$ cat src/rtl/button_conditioner_pkg.sv
// Shared types and constants for the push-button conditioner.
// Holds the channel FSM encoding and counter sizing helper.
package button_conditioner_pkg;

    typedef enum logic [1:0] {
        IDLE      = 2'd0,
        PRESS_CHK = 2'd1,
        HELD      = 2'd2,
        REL_CHK   = 2'd3
    } btn_state_t;

    localparam int DEF_N_BTN        = 3;
    localparam int DEF_SYNC_STAGES  = 2;
    localparam int DEF_DEBOUNCE_CYC = 16;
    localparam int DEF_REPEAT_DELAY = 64;
    localparam int DEF_REPEAT_RATE  = 16;

    // Bits needed to hold counts 0 .. n-1.
    function automatic int cnt_w(input int n);
        return (n <= 2) ? 1 : $clog2(n);
    endfunction

endpackage

$ cat src/rtl/debounce_channel.sv
// One button channel: synchronizer, debounce FSM and auto-repeat.
// All outputs are registered.
module debounce_channel
    import button_conditioner_pkg::*;
#(
    parameter int SYNC_STAGES  = DEF_SYNC_STAGES,
    parameter int DEBOUNCE_CYC = DEF_DEBOUNCE_CYC,
    parameter int REPEAT_DELAY = DEF_REPEAT_DELAY,
    parameter int REPEAT_RATE  = DEF_REPEAT_RATE
) (
    input  logic clk,
    input  logic rst_n,
    input  logic raw,
    input  logic repeat_en,
    output logic level,
    output logic pulse,
    output logic rel
);

    localparam int RMAX = (REPEAT_DELAY > REPEAT_RATE) ? REPEAT_DELAY
                                                       : REPEAT_RATE;
    localparam int DW = cnt_w(DEBOUNCE_CYC);
    localparam int RW = cnt_w(RMAX);

    localparam logic [DW-1:0] D_LAST  = DW'(DEBOUNCE_CYC - 1);
    localparam logic [RW-1:0] R_FIRST = RW'(REPEAT_DELAY - 1);
    localparam logic [RW-1:0] R_LATER = RW'(REPEAT_RATE - 1);

    logic [SYNC_STAGES-1:0] sync;
    logic                   s;

    btn_state_t    state, state_nxt;
    logic [DW-1:0] dcnt, dcnt_nxt;
    logic [RW-1:0] rcnt, rcnt_nxt;
    logic          later, later_nxt;
    logic          level_nxt, pulse_nxt, rel_nxt;

    assign s = sync[SYNC_STAGES-1];

    always_ff @(posedge clk or negedge rst_n) begin
        if (!rst_n) begin
            sync  <= '0;
            state <= IDLE;
            dcnt  <= '0;
            rcnt  <= '0;
            later <= 1'b0;
            level <= 1'b0;
            pulse <= 1'b0;
            rel   <= 1'b0;
        end else begin
            sync  <= {sync[SYNC_STAGES-2:0], raw};
            state <= state_nxt;
            dcnt  <= dcnt_nxt;
            rcnt  <= rcnt_nxt;
            later <= later_nxt;
            level <= level_nxt;
            pulse <= pulse_nxt;
            rel   <= rel_nxt;
        end
    end

    always_comb begin
        state_nxt = state;
        dcnt_nxt  = dcnt;
        rcnt_nxt  = rcnt;
        later_nxt = later;
        level_nxt = level;
        pulse_nxt = 1'b0;
        rel_nxt   = 1'b0;
        unique case (state)
            IDLE: begin
                if (s) begin
                    state_nxt = PRESS_CHK;
                    dcnt_nxt  = '0;
                end
            end
            PRESS_CHK: begin
                if (!s) begin
                    state_nxt = IDLE;
                end else if (dcnt == D_LAST) begin
                    state_nxt = HELD;
                    level_nxt = 1'b1;
                    pulse_nxt = 1'b1;
                    rcnt_nxt  = '0;
                    later_nxt = 1'b0;
                end else begin
                    dcnt_nxt = dcnt + 1'b1;
                end
            end
            // later selects the short inter-repeat period after the first
            HELD: begin
                if (!s) begin
                    state_nxt = REL_CHK;
                    dcnt_nxt  = '0;
                end else if (!repeat_en) begin
                    rcnt_nxt  = '0;
                    later_nxt = 1'b0;
                end else if (rcnt == (later ? R_LATER : R_FIRST)) begin
                    pulse_nxt = 1'b1;
                    rcnt_nxt  = '0;
                    later_nxt = 1'b1;
                end else begin
                    rcnt_nxt = rcnt + 1'b1;
                end
            end
            REL_CHK: begin
                if (s) begin
                    state_nxt = HELD;
                    rcnt_nxt  = '0;
                    later_nxt = 1'b0;
                end else if (dcnt == D_LAST) begin
                    state_nxt = IDLE;
                    level_nxt = 1'b0;
                    rel_nxt   = 1'b1;
                end else begin
                    dcnt_nxt = dcnt + 1'b1;
                end
            end
            default: state_nxt = IDLE;
        endcase
    end

endmodule

$ cat src/rtl/button_conditioner.sv
// Debounced levels, press/repeat pulses and release pulses
// for N_BTN independent raw push-buttons.
module button_conditioner
    import button_conditioner_pkg::*;
#(
    parameter int N_BTN        = DEF_N_BTN,
    parameter int SYNC_STAGES  = DEF_SYNC_STAGES,
    parameter int DEBOUNCE_CYC = DEF_DEBOUNCE_CYC,
    parameter int REPEAT_DELAY = DEF_REPEAT_DELAY,
    parameter int REPEAT_RATE  = DEF_REPEAT_RATE
) (
    input  logic             clk,
    input  logic             rst_n,
    input  logic [N_BTN-1:0] btn_raw,
    input  logic [N_BTN-1:0] repeat_en,
    output logic [N_BTN-1:0] btn_level,
    output logic [N_BTN-1:0] btn_pulse,
    output logic [N_BTN-1:0] btn_release
);

    for (genvar i = 0; i < N_BTN; i++) begin : g_ch
        debounce_channel #(
            .SYNC_STAGES (SYNC_STAGES),
            .DEBOUNCE_CYC(DEBOUNCE_CYC),
            .REPEAT_DELAY(REPEAT_DELAY),
            .REPEAT_RATE (REPEAT_RATE)
        ) u_ch (
            .clk      (clk),
            .rst_n    (rst_n),
            .raw      (btn_raw[i]),
            .repeat_en(repeat_en[i]),
            .level    (btn_level[i]),
            .pulse    (btn_pulse[i]),
            .rel      (btn_release[i])
        );
    end

endmodule

$ cat config.mk
export PLATFORM = sky130hd
export DESIGN_NAME = button_conditioner
export DESIGN_NICKNAME = d
export VERILOG_FILES = /design/src/rtl/button_conditioner_pkg.sv /design/src/rtl/debounce_channel.sv /design/src/rtl/button_conditioner.sv
export SDC_FILE = /design/constraint.sdc
export NUM_CORES = 1
export LEC_CHECK = 0
export BUFFER_PORTS_ARGS = -buffer_cell sky130_fd_sc_hd__buf_2
export CAP_MARGIN = 40
export CORE_MARGIN = 1.5
export CORE_UTILIZATION = 55
export DETAILED_ROUTE_END_ITERATION = 10
export PLACE_DENSITY = 0.73
export SYNTH_ARGS = -nofsm -noshare
export SYNTH_HDL_FRONTEND = slang
export SYNTH_SLANG_ARGS = --single-unit
$ cat constraint.sdc
create_clock -name clk -period 1.95 [get_ports clk]
set_input_delay 0.195 -clock clk [delete_from_list [all_inputs] [get_ports clk]]
set_output_delay 0.195 -clock clk [all_outputs]
set_load 0.05 [all_outputs]
Word-level counts from Yosys, hierarchy flattened
Cells that the tools add are included.
- muxes and demuxes: 120
- divide/modulo/power cells: 0
- shift operators: 0
- bitwise logic cells: 0
- add/subtract/negate cells: 6
- eq/ne operators: 48
- order comparisons: 0
- reductions and logical operators: 24
- $mul: 0
- operators by type and width (operator ; count):
    2-to-1 mux 6 bit ; 21
    2-to-1 mux 4 bit ; 15
    one-hot mux 6 bit (3 select lines) ; 3
    2-to-1 mux 1 bit ; 48
    one-hot mux 4 bit (4 select lines) ; 3
    2-to-1 mux 2 bit ; 18
    != test 2 x 1 -> 1 bit (second input constant) ; 18
    AND reduction 5 bit ; 6
    one-hot mux 2 bit (4 select lines) ; 3
    AND reduction 4 bit ; 6
    adder 6 x 1 -> 6 bit (second input constant) ; 3
    == test 6 bit ; 3
    AND reduction 6 bit ; 3
    adder 4 x 1 -> 4 bit (second input constant) ; 3
    == test 2 bit (second input constant) ; 6
    == test 4 bit (second input constant) ; 3
    != test 2 bit (second input constant) ; 6
    one-hot mux 1 bit (2 select lines) ; 6
    != test 3 x 1 -> 1 bit (second input constant) ; 3
    != test 3 x 2 -> 1 bit (second input constant) ; 3
    != test 3 bit (second input constant) ; 3
    one-hot mux 1 bit (3 select lines) ; 3
    nonzero test 3 bit ; 3
    == test 2 x 1 -> 1 bit (second input constant) ; 3
    other kinds (2) ; 6
- input bits: 8
- word-level logic and storage cells: 222
- memory bits (writable): 0
- memory bits (read-only): 0
- register bits: 54
- memories: 0
- output and inout bits: 9
- latch bits: 0

Longest topological paths before layout
Gate-level depths: netlist of the first run.
- depth after elaboration: 6
- gate-level depth with buffers: 8
- mapped depth without buffers: 6

Cells and area by module
Synthesis of the first run repeated with hierarchy kept, for this count alone.
- cells, all modules: 333
- area, all modules: 3373.2 µm²
- modules (own cells, without submodules) (module ; cells an instance ; instances ; sequential area each (µm²) ; area an instance (µm²)):
    debounce_channel (g_ch[0].u_ch ...) ; 110 ; 2 ; 450.4 ; 1118.6
    debounce_channel (g_ch[1].u_ch) ; 113 ; 1 ; 450.4 ; 1136.1

Worst setup path before layout of the first run
No wires, ideal clock.
- path kind: register -> register
- start: reg g_ch[0].u_ch.state[0]
- end: reg g_ch[0].u_ch.rcnt[5]
- required time: 1.829 ns
- arrival: 1.682 ns
- stages on the path, launching flop included: 9
- clock period less this slack: 1.803 ns
- buffers on the path: 2
- setup time: 0.121 ns
- setup slack: 0.147 ns
- path through: dfrtp_1 inv_1 ha_1 buf_6 o21ba_1 o32ai_4 buf_4 o31ai_1 a22o_1
- cells in the longest elaborated chain, start to end: 3
- elaborated cells between the ends (all ways): 10
- classes of those cells: 7 x eq/ne; 1 x mux; 2 x reduce/logical
- RTL lines (item ; RTL line ; RTL):
    start, declared ; debounce_channel.sv:32 ; btn_state_t state, state_nxt;
    start signal, assigned ; debounce_channel.sv:52 ; state <= state_nxt;
    == test 2 bit / == test 2 x 1 -> 1 bit (equally long branches) ; debounce_channel.sv:70 ; unique case (state)
    != test 2 x 1 -> 1 bit (no source line) / nonzero test 3 bit (equally long branches) ; - ;
    AND reduction 5 bit (no source line) ; - ;
    end signal, assigned ; debounce_channel.sv:54 ; rcnt <= rcnt_nxt;
    end, declared ; debounce_channel.sv:34 ; logic [RW-1:0] rcnt, rcnt_nxt;
Parallel ways exist; a longest one is shown, timed or not.
A chain may end at the register's enable or synchronous reset.

Worst setup path in the final report of the first run
- start: reg g_ch[0].u_ch.state[0]
- end: reg g_ch[0].u_ch.rcnt[0]
The elaborated chain is that of the path after synthesis.

==> results.toml, run 1 <==
[drt]
vias = 2381
vias_per_cell = 5.77
drt-pass1-iter-count = 6
wire_per_inst_um = 13.5
drt_iter0_markers = 93
drc = 0
ant_nets = 0
wirelength_um = 5560

[timing]
fin_crit_sh = 0.956
hold_slack_ps = 176
fin_setup_tns_ps = 0
hold_viol = 0
fin_crit_ps = 1860
worst_slew_pin_slew_ps = 414
max_clock_freq_mhz = 537
slew-limit-headroom = 0.724
skew_ps = 8.08
rsz0062_at_grt = "false"
finalSetupViolCount = 0
slew_violations = 0

[floorplan]
die_w_um = 78.4
rows = 27
die_h_um = 78.4
coreArea_um2 = 5510
pin_count = 17
initial_core_util = 0.568
dieArea_um2 = 6150

[power_and_ir_drop]
pwr-share-clk = 0.177
p_seq_frac = 0.352
total_power_uw = 4230
ir_drop_v = 0.000853
combPwrFrac = 0.470
p_leak_uw = 0.00159
swShare = 0.389
p_per_area_nw_per_um2 = 1220
p_int_uw = 2590
p_switching_uw = 1650

[worst_setup_path]
worstPathCellList = "inv_1, ha_1, o21ba_1, o32ai_4, or4b_4, o21ai_1"
cp.required_ps = 2180
cp-endpoint = "g_ch[0].u_ch.rcnt[0]"
crit_path_start = "g_ch[0].u_ch.state[0]"
cp_max_fo = 5
endpoint_kind = "flop"
cp-start-kind = "flop"
crit_type = "reg -> reg"
slowest_stage = "or4b_4"
r2r_cells = 6
slowest_delay_ps = 500
ff2ff_setup_slack_ps = 90
worstPathArrival_ps = 2090
regToRegEndpoint = "g_ch[0].u_ch.rcnt[0]"
r2r-start = "g_ch[0].u_ch.state[0]"

[logic_synthesis]
synth_top_area_frac = 0.432
synthArstFlopShare = 1.00
synth_top_cell_by_area = "dfrtp_1"
yosysSeqAreaShare = 0.432
yosys_warnings = 0
synth-seq-cells = 54
synth.distinct_cells = 60
netlist_area_um2 = 3130
ys.flop_type = "dfrtp_1"
synth_area_leaders = "dfrtp_1 43%, ha_1 7.2%, nor2_1 3.1%, nand2_1 2.9%, nand3_1 2.6%"
syn_inst = 318
syn_nets = 344
synth_edf_count = 0
syn_avg_cell_area_um2 = 9.84

[hold_path]
hp-class = "in -> reg"
min_from = "repeat_en[0]"

[finish]
area_delta_synth_final_pct = 10.8
fillers = 459
mostFrequentLayoutCell = "dfrtp_1"
diodes = 0
final_cell_area_um2 = 3470
fin_cells = 413
layout-drive-gt1-share = 0.161
multiInputGateArea_um2 = 1640
final_nets = 366
mostFrequentLayoutCells = "54 x dfrtp_1, 26 x nor2_1, 24 x nand2_1"
register_area_um2 = 1350

[clock_tree]
path_clk_slew_ps = 100
cts_tree = "built"
clk_root_buffer_cell = "clkbuf_8"
clkSinkCount = 54
cts_max_level = 2
numCtsBuffers = 5
cts_buffer_depth = 2
clk_latency_ps = 300

[placed_design]
dpl_cell_area_um2 = 3290
hpwl_um = 4050
gp_congestion = 0.797
port_buffers = 16
dp_cells = 401

[grt]
grt_max_degree = 55
grt_pass1_wl_um = 9690
track_usage = 0.195
grt_overflow = 0
antenna_found_initial = 0
grt_pass1_vias = 2237

[run_status]
status = "finished clean"

[flow_run]
cap_viol_max_count = 0
==> flip-flops by register name, indices dropped and copies added, names as in the netlist, named ones only <==
signal / cells
g_ch.u_ch.dcnt: 12
g_ch.u_ch.later: 3
g_ch.u_ch.level: 3
g_ch.u_ch.pulse: 3
g_ch.u_ch.rcnt: 18
g_ch.u_ch.rel: 3
g_ch.u_ch.state: 3
g_ch.u_ch.sync: 6
==> cells by family (layout without fill, tap and decap cells) <==
kind of cell | Yosys count | after routing | synth area share
AO/OA/AOI/OAI | 83 | 83 | 0.201
XOR/XNOR | 2 | 2 | 0.00560
adder cells (fa/ha/maj) | 18 | 18 | 0.0720
buffers and inverters | 31 | 54 | 0.0528
flip-flops | 54 | 54 | 0.432
multiplexers | 10 | 10 | 0.0340
AND/OR/NAND/NOR | 120 | 120 | 0.203
==> power groups by stage <==
stage	logic (uW)	clock network (uW)	registers (uW)
after floorplan	1470	0	1460
after global placement	1890	0	1490
after detailed placement	1950	0	1500
after CTS	1970	784	1480
after global routing	2240	814	1530
final	1990	751	1490
==> layer usage <==
| metal | wire, um | track usage | up-vias |
|---|---|---|---|
| li1 | - | - | 1203 |
| met1 | 2650 | 0.249 | 1152 |
| met2 | 2760 | 0.337 | 24 |
| met3 | 119 | 0.0349 | 2 |
| met4 | 24 | 0.0589 | 0 |
| met5 | 0 | 0 | - |
==> through the flow <==
step	utilization	setup WS, ps
6_report	0.629	86.1
5_1_grt	0.629	0.650
4_1_cts	0.624	49.6
3_5_place_dp	0.597	15.4
3_3_place_gp	0.597	111
2_1_floorplan	-	147
==> area by class of cell <==
class / count / share of cell area
Multi-Input combinational cell: 233 / 0.472
Clock buffer: 5 / 0.0199
Tap cell: 72 / 0.0260
Clock inverter: 3 / 0.0126
Timing Repair Buffer: 32 / 0.0643
Inverter: 14 / 0.0152
Sequential cell: 54 / 0.390
==> worst min-delay path by stage <==
stage	end	slack (ps)	cells after the start
6_report	g_ch[0].u_ch.pulse	180	3
4_1_cts	g_ch[0].u_ch.sync[0]	3	1
3_3_place_gp	g_ch[0].u_ch.rcnt[4]	210	2
2_1_floorplan	async pin	-100	0
5_1_grt	g_ch[0].u_ch.rcnt[2]	210	3
3_5_place_dp	g_ch[0].u_ch.rcnt[4]	210	2
==> worst max-delay path: cells and delay by family, from the launching register on <==
| kind | cells | cell delay [ps] |
|---|---|---|
| AOI/OAI and AO/OA | 3 | 550 |
| and+or+nand+nor | 1 | 500 |
| DFF | 1 | 430 |
| adders and majority gates | 1 | 220 |
| buffers and inverters | 1 | 100 |
==> cell usage after synthesis (3+ instances only) <==
cell       instances
dfrtp_1           54
nor2_1            26
nand2_1           24
ha_1              18
nand3_1           16
o21ai_0           15
inv_1             14
buf_4             10
a21oi_1            9
and3_1             9
nor2b_1            8
nor3b_1            8
o31ai_1            6
a21o_1             5
a31oi_1            5
a32o_1             5
mux2i_1            5
nand2b_1           4
nand3b_1           4
nor3_1             4
o211ai_1           4
a22oi_1            3
buf_2              3
clkbuf_1           3
mux2_2             3
o2bb2ai_1          3
==> what timing repair did <==
action,4_1_cts,5_1_grt
gates cloned,0,0
endpoints found under the setup margin,1,4
setup buffers,0,0
hold buffers,3,1
gates resized for setup,1,5
hold endpoints to repair,56,1
No activity file was read; power rests on OpenSTA's default activity.
==> run 2, diff against run 1 <==
--- a/config.mk
+++ b/config.mk
@@ -5,10 +5,12 @@
 export SDC_FILE = /design/constraint.sdc
 export NUM_CORES = 1
 export LEC_CHECK = 0
+export ABC_AREA = 1
 export BUFFER_PORTS_ARGS = -buffer_cell sky130_fd_sc_hd__buf_2
 export CAP_MARGIN = 40
 export CORE_MARGIN = 1.5
 export CORE_UTILIZATION = 55
+export CTS_BUF_LIST = sky130_fd_sc_hd__clkbuf_2 sky130_fd_sc_hd__clkbuf_4 sky130_fd_sc_hd__clkbuf_8
 export DETAILED_ROUTE_END_ITERATION = 10
 export PLACE_DENSITY = 0.73
 export SYNTH_ARGS = -nofsm -noshare
==> run 2 against run 1 <==
  * Final cell count rose by 24%
  * Register-to-register slack improved by 190 ps
  * Via count grew 5.7%
  * Sequential share of layout area down 0.51 points
  * Combinational power is 6% lower
  * Synthesized cell count grew 33%
  * Sequential power is essentially flat
  * Area after synthesis grew 2.5%
  * Critical path depth increased by 2
  * Non-clock buffer count is 11 lower
  * Clock power rose by 23%
  * Largest cell class unchanged
==> results.toml, run 2 <==
[logic_synthesis]
netlist_area_um2 = 3210
yosysSeqAreaShare = 0.421
synth_edf_count = 0
syn_inst = 422
synthArstFlopShare = 1.00
synth_area_leaders = "dfrtp_1 42%, nand2_1 17%, ha_1 7.0%, nor2_1 5.4%, inv_1 5.2%"
synth.distinct_cells = 23
synth_commonest_cells = "144 x nand2_1, 54 x dfrtp_1, 46 x nor2_1"
yosys_warnings = 0
synth_top_cell_by_area = "dfrtp_1"
syn_avg_cell_area_um2 = 7.60
synth_top_area_frac = 0.421
ys.flop_type = "dfrtp_1"
syn_nets = 448
yosysMostFrequentCell = "nand2_1"
synth-seq-cells = 54

[finish]
reg_top3 = "g_ch.u_ch.rcnt x18, g_ch.u_ch.dcnt x12, g_ch.u_ch.sync x6"
final_nets = 467
mostFrequentLayoutCell = "nand2_1"
diodes = 0
mostFrequentLayoutCells = "144 x nand2_1, 54 x dfrtp_1, 46 x nor2_1"
fillers = 520
fin_cells = 514
layout-drive-gt1-share = 0.143
area_delta_synth_final_pct = 9.52
largest_register = "g_ch.u_ch.rcnt"
largest_register_ffs = 18

[timing]
worst_slew_pin_slew_ps = 345
fin_crit_sh = 0.860
skew_ps = 6.71
worst_slack_ps = 273
fin_setup_tns_ps = 0
slew-limit-headroom = 0.769
hold_slack_ps = 183
max_clock_freq_mhz = 596
hold_viol = 0
slew_violations = 0
finalSetupViolCount = 0
rsz0062_at_grt = "false"
fin_crit_ps = 1680

[power_and_ir_drop]
p_per_area_nw_per_um2 = 1210
total_power_uw = 4250
p_leak_uw = 0.00191
ir_drop_v = 0.000607

[worst_setup_path]
r2r_cells = 8
slowest_stage = "dfrtp_1"
cpMostUsedCell = "nor2_1"
path_depth = 8
cp_max_fo = 5
regToRegEndpoint = "g_ch[2].u_ch.dcnt[1]"
critical-path-top-delay-family = "simple AND/OR/NAND/NOR gates"
cp-endpoint = "g_ch[2].u_ch.dcnt[1]"
endpoint_kind = "flop"
cp.required_ps = 2150
worstPathArrival_ps = 1880
slowest_delay_ps = 400
cp_num_buf_inv = 2
worstPathCellList = "inv_1, ha_1, nor2_1, nor2_1, nor2_4, inv_2, nand2_1, o21ai_1"
cp-start-kind = "flop"
ff2ff_setup_slack_ps = 270
crit_type = "reg -> reg"

[floorplan]
coreArea_um2 = 5570
dieArea_um2 = 6300
die_h_um = 79.4
pin_count = 17
die_w_um = 79.4
rows = 27
initial_core_util = 0.575

[placed_design]
gp_congestion = 0.850
port_buffers = 16
place_ws_ps = 306
hpwl_um = 4070
dp_cells = 502

[clock_tree]
path_clk_slew_ps = 100
clk_latency_ps = 310
clkSinkCount = 54
cts_buffer_depth = 2
numCtsBuffers = 5
cts_max_level = 2
cts_tree = "built"
clk_root_buffer_cell = "clkbuf_8"
ctsResizeCount = 0

[run_status]
status = "finished clean"

[drt]
ant_nets = 0
wire_per_inst_um = 10.8
vias_per_cell = 4.89
drc = 0
vias = 2516
drt_iter0_markers = 88
wirelength_um = 5550
drt-pass1-iter-count = 6

[grt]
grt_max_degree = 55
grt_pass1_vias = 2291
grt_pass1_wl_um = 9650
track_usage = 0.194
antenna_found_initial = 0
grt_overflow = 0

[hold_path]
hp-class = "in -> reg"
min_from = "repeat_en[2]"

[flow_run]
cap_viol_max_count = 0
## run 2: cell types whose count changed in the layout (fill, tap and decap cells not counted), moves of 6 or more
cell	previous run	this run
o31ai_1	6	0
inv_1	13	44
nand3_1	16	22
nand2_2	0	12
buf_4	11	0
nor2b_1	8	0
and3_1	9	0
nor2_4	0	6
nand2_1	24	144
nor2_1	26	46
nor3b_1	8	0
## run 2: where the power goes
part / switching, uW / total (uW) / internal, uW
clock network: 375 / 922 / 548
registers: 177 / 1460 / 1280
logic: 1240 / 1870 / 625
total: 1790 / 4250 / 2460
## run 2: repair_timing
item / CTS / global route
hold buffers: 4 / 0
setup endpoints to repair: 0 / 0
endpoints found under the hold margin: 57 / 0
buffers inserted: 0 / 0
## run 2: cell type report
class	count	area, um^2	share of cell area
well taps	72	90.1	0.0257
inverters	51	191	0.0545
clock buffers	6	82.6	0.0235
repair buffers	21	140	0.0399
clock inverters	2	60.1	0.0171
flip-flops and latches	54	1350	0.385
multi-input cells	308	1600	0.455
## run 2: how the worst min path moves through the flow
stage	to	slack, ps	cells after the start
2_1_floorplan	async pin	-100	0
3_3_place_gp	g_ch[0].u_ch.dcnt[3]	210	2
3_5_place_dp	g_ch[0].u_ch.dcnt[3]	210	2
4_1_cts	g_ch[2].u_ch.rcnt[2]	180	3
5_1_grt	g_ch[2].u_ch.rcnt[2]	170	3
6_report	g_ch[2].u_ch.rcnt[2]	180	3
## run 2: cell families (layout without fill, tap and decap cells)
logic type | after synthesis | in the layout | synth area share
AO/OA/AOI/OAI | 32 | 32 | 0.0523
XOR/XNOR | 9 | 9 | 0.0246
adder cells (fa/ha/maj) | 18 | 18 | 0.0702
buffers and inverters | 60 | 80 | 0.0808
flip-flops | 54 | 54 | 0.421
AND/OR/NAND/NOR | 249 | 249 | 0.351
## run 2: worst min-delay path, stage by stage
cell     delay (ps)
buf_2           110
nand3_1          70
o21ai_0          80
## run 2: per-layer routing
layer  global-route usage  up-vias  routed length [um]
li1                     -     1328                   -
met1                0.255     1156                2730
met2                0.322       30                2630
met3               0.0391        2                 148
met4               0.0614        0                  38
met5                    0        -                   0
## run 2: through the flow
| stage | util | area, um^2 |
|---|---|---|
| finish | 0.630 | 3510 |
| global route | 0.630 | 3510 |
| CTS | 0.630 | 3510 |
| detailed placement | 0.597 | 3330 |
| global placement | 0.597 | 3330 |
| floorplan | - | 3210 |
==> run 3, diff against run 2 <==
--- a/config.mk
+++ b/config.mk
@@ -9,10 +9,10 @@
 export BUFFER_PORTS_ARGS = -buffer_cell sky130_fd_sc_hd__buf_2
 export CAP_MARGIN = 40
 export CORE_MARGIN = 1.5
-export CORE_UTILIZATION = 55
+export CORE_UTILIZATION = 63
 export CTS_BUF_LIST = sky130_fd_sc_hd__clkbuf_2 sky130_fd_sc_hd__clkbuf_4 sky130_fd_sc_hd__clkbuf_8
 export DETAILED_ROUTE_END_ITERATION = 10
-export PLACE_DENSITY = 0.73
+export PLACE_DENSITY = 0.85
 export SYNTH_ARGS = -nofsm -noshare
 export SYNTH_HDL_FRONTEND = slang
 export SYNTH_SLANG_ARGS = --single-unit
==> run 3 against run 2 <==
  * Clock power is 20% lower
  * Critical path depth stayed put
  * Via count is 1.6% higher
  * Global-route usage is 3.4 points higher
  * Combinational power hardly changed
  * Die area is 12% lower
  * Critical path type unchanged
  * Largest cell class unchanged
  * Largest power group unchanged
  * Highest routed layer unchanged
==> results.toml, run 3 (synthesis gave the netlist of run 2 again) <==
[floorplan]
coreArea_um2 = 4820
rows = 25
dieArea_um2 = 5530
die_h_um = 74.3
initial_core_util = 0.666
pin_count = 17
die_w_um = 74.3

[timing]
finalSetupViolCount = 0
slew_violations = 0
fin_crit_ps = 1660
slew-limit-headroom = 0.790
fin_crit_sh = 0.849
rsz0062_at_grt = "false"
fin_setup_tns_ps = 0
hold_viol = 0
worst_slew_pin_slew_ps = 314
max_clock_freq_mhz = 604
skew_ps = 9.12
worst_slack_ps = 295

[drt]
wire_per_inst_um = 11.2
wirelength_um = 5700
vias_per_cell = 5.02
drc = 0
drt_iter0_markers = 176
vias = 2556
drt-pass1-iter-count = 4
ant_nets = 0

[clock_tree]
clk_root_buffer_cell = "clkbuf_8"
path_clk_slew_ps = 100
ctsResizeCount = 0
cts_setup_buffers = 0
clkSinkCount = 54
ctsHoldBuffers = 3
cts_max_level = 2
clk_latency_ps = 310
cts_buffer_depth = 2
numCtsBuffers = 5
cts_tree = "built"

[worst_setup_path]
cp-start-kind = "flop"
cp_max_fo = 5
worstPathArrival_ps = 1860
endpoint_kind = "flop"
cp.required_ps = 2160
crit_type = "reg -> reg"

[flow_run]
cap_viol_max_count = 0

[finish]
mostFrequentLayoutCell = "nand2_1"
largest_register = "g_ch.u_ch.rcnt"
largest_register_ffs = 18
register_area_um2 = 1350
diodes = 0
reg_top3 = "g_ch.u_ch.rcnt x18, g_ch.u_ch.dcnt x12, g_ch.u_ch.sync x6"
multiInputGateArea_um2 = 1600
final_nets = 467
fillers = 409
layout-drive-gt1-share = 0.143
area_delta_synth_final_pct = 8.27
fin_util = 0.721
mostFrequentLayoutCells = "144 x nand2_1, 54 x dfrtp_1, 46 x nor2_1"

[power_and_ir_drop]
p_leak_uw = 0.00189
ir_drop_v = 0.000708
p_per_area_nw_per_um2 = 1180

[placed_design]
hpwl_um = 4290
place_ws_ps = 305
port_buffers = 16
gp_congestion = 0.869

[grt]
antenna_found_initial = 0
grt_max_degree = 55
track_usage = 0.228
grt_overflow = 0
grt_pass1_wl_um = 9660
grt_pass1_vias = 2333

[run_status]
status = "finished clean"

[hold_path]
hp-class = "in -> reg"
run 3: area by class of cell:
type                            instances  area share
Clock buffer                            5      0.0198
Clock inverter                          3      0.0115
Inverter                               51      0.0551
Multi-Input combinational cell        308       0.460
Sequential cell                        54       0.389
Tap cell                               67      0.0241
Timing Repair Buffer                   21      0.0404
run 3: metrics by stage:
| step | area (um^2) | cells | hold slack (ps) | power, uW |
|---|---|---|---|---|
| 6_report | 3470 | 509 | 173 | 4100 |
| 5_1_grt | 3470 | 509 | 201 | 4430 |
| 4_1_cts | 3460 | 508 | 9.41 | 4130 |
| 3_5_place_dp | 3320 | 497 | 212 | 3360 |
| 3_3_place_gp | 3320 | 497 | 211 | 3270 |
| 2_1_floorplan | 3210 | 422 | -101 | 2950 |
run 3: report_power, final:
group / internal, uW / switching, uW
logic: 628 / 1260
clock network: 378 / 361
registers: 1280 / 188
run 3: routing by layer:
layer,GRT usage,vias to the layer above,wire [um]
met5,0,-,0
met4,0.0727,0,86
met3,0.0420,8,114
met2,0.424,31,2990
met1,0.264,1184,2510
li1,-,1333,-
run 3: final timing paths:
| kind | startpoint | endpoint | slack (ps) | depth (start not counted) |
|---|---|---|---|---|
| worst max register to register | flop | g_ch[0].u_ch.dcnt[3] | 290 | 8 |
| worst min-delay path | repeat_en[1] | g_ch[1].u_ch.rcnt[2] | 170 | 3 |
| worst min register to register | g_ch[0].u_ch.sync[0] | g_ch[0].u_ch.sync[1] | 360 | 0 |
| min in group asynchronous | rst_n | g_ch[1].u_ch.dcnt[2] | 390 | 3 |
| worst max-delay path | flop | g_ch[0].u_ch.dcnt[3] | 290 | 8 |
| max in group asynchronous | rst_n | g_ch[2].u_ch.state[0] | 1310 | 3 |
run 3: critical path, stage by stage (launching register included):
cell	delay, ps
dfrtp_1	420
inv_1	90
ha_1	250
nor2_1	280
nor2_1	150
nor2_4	180
inv_2	80
nand2_1	60
nand2_1	50
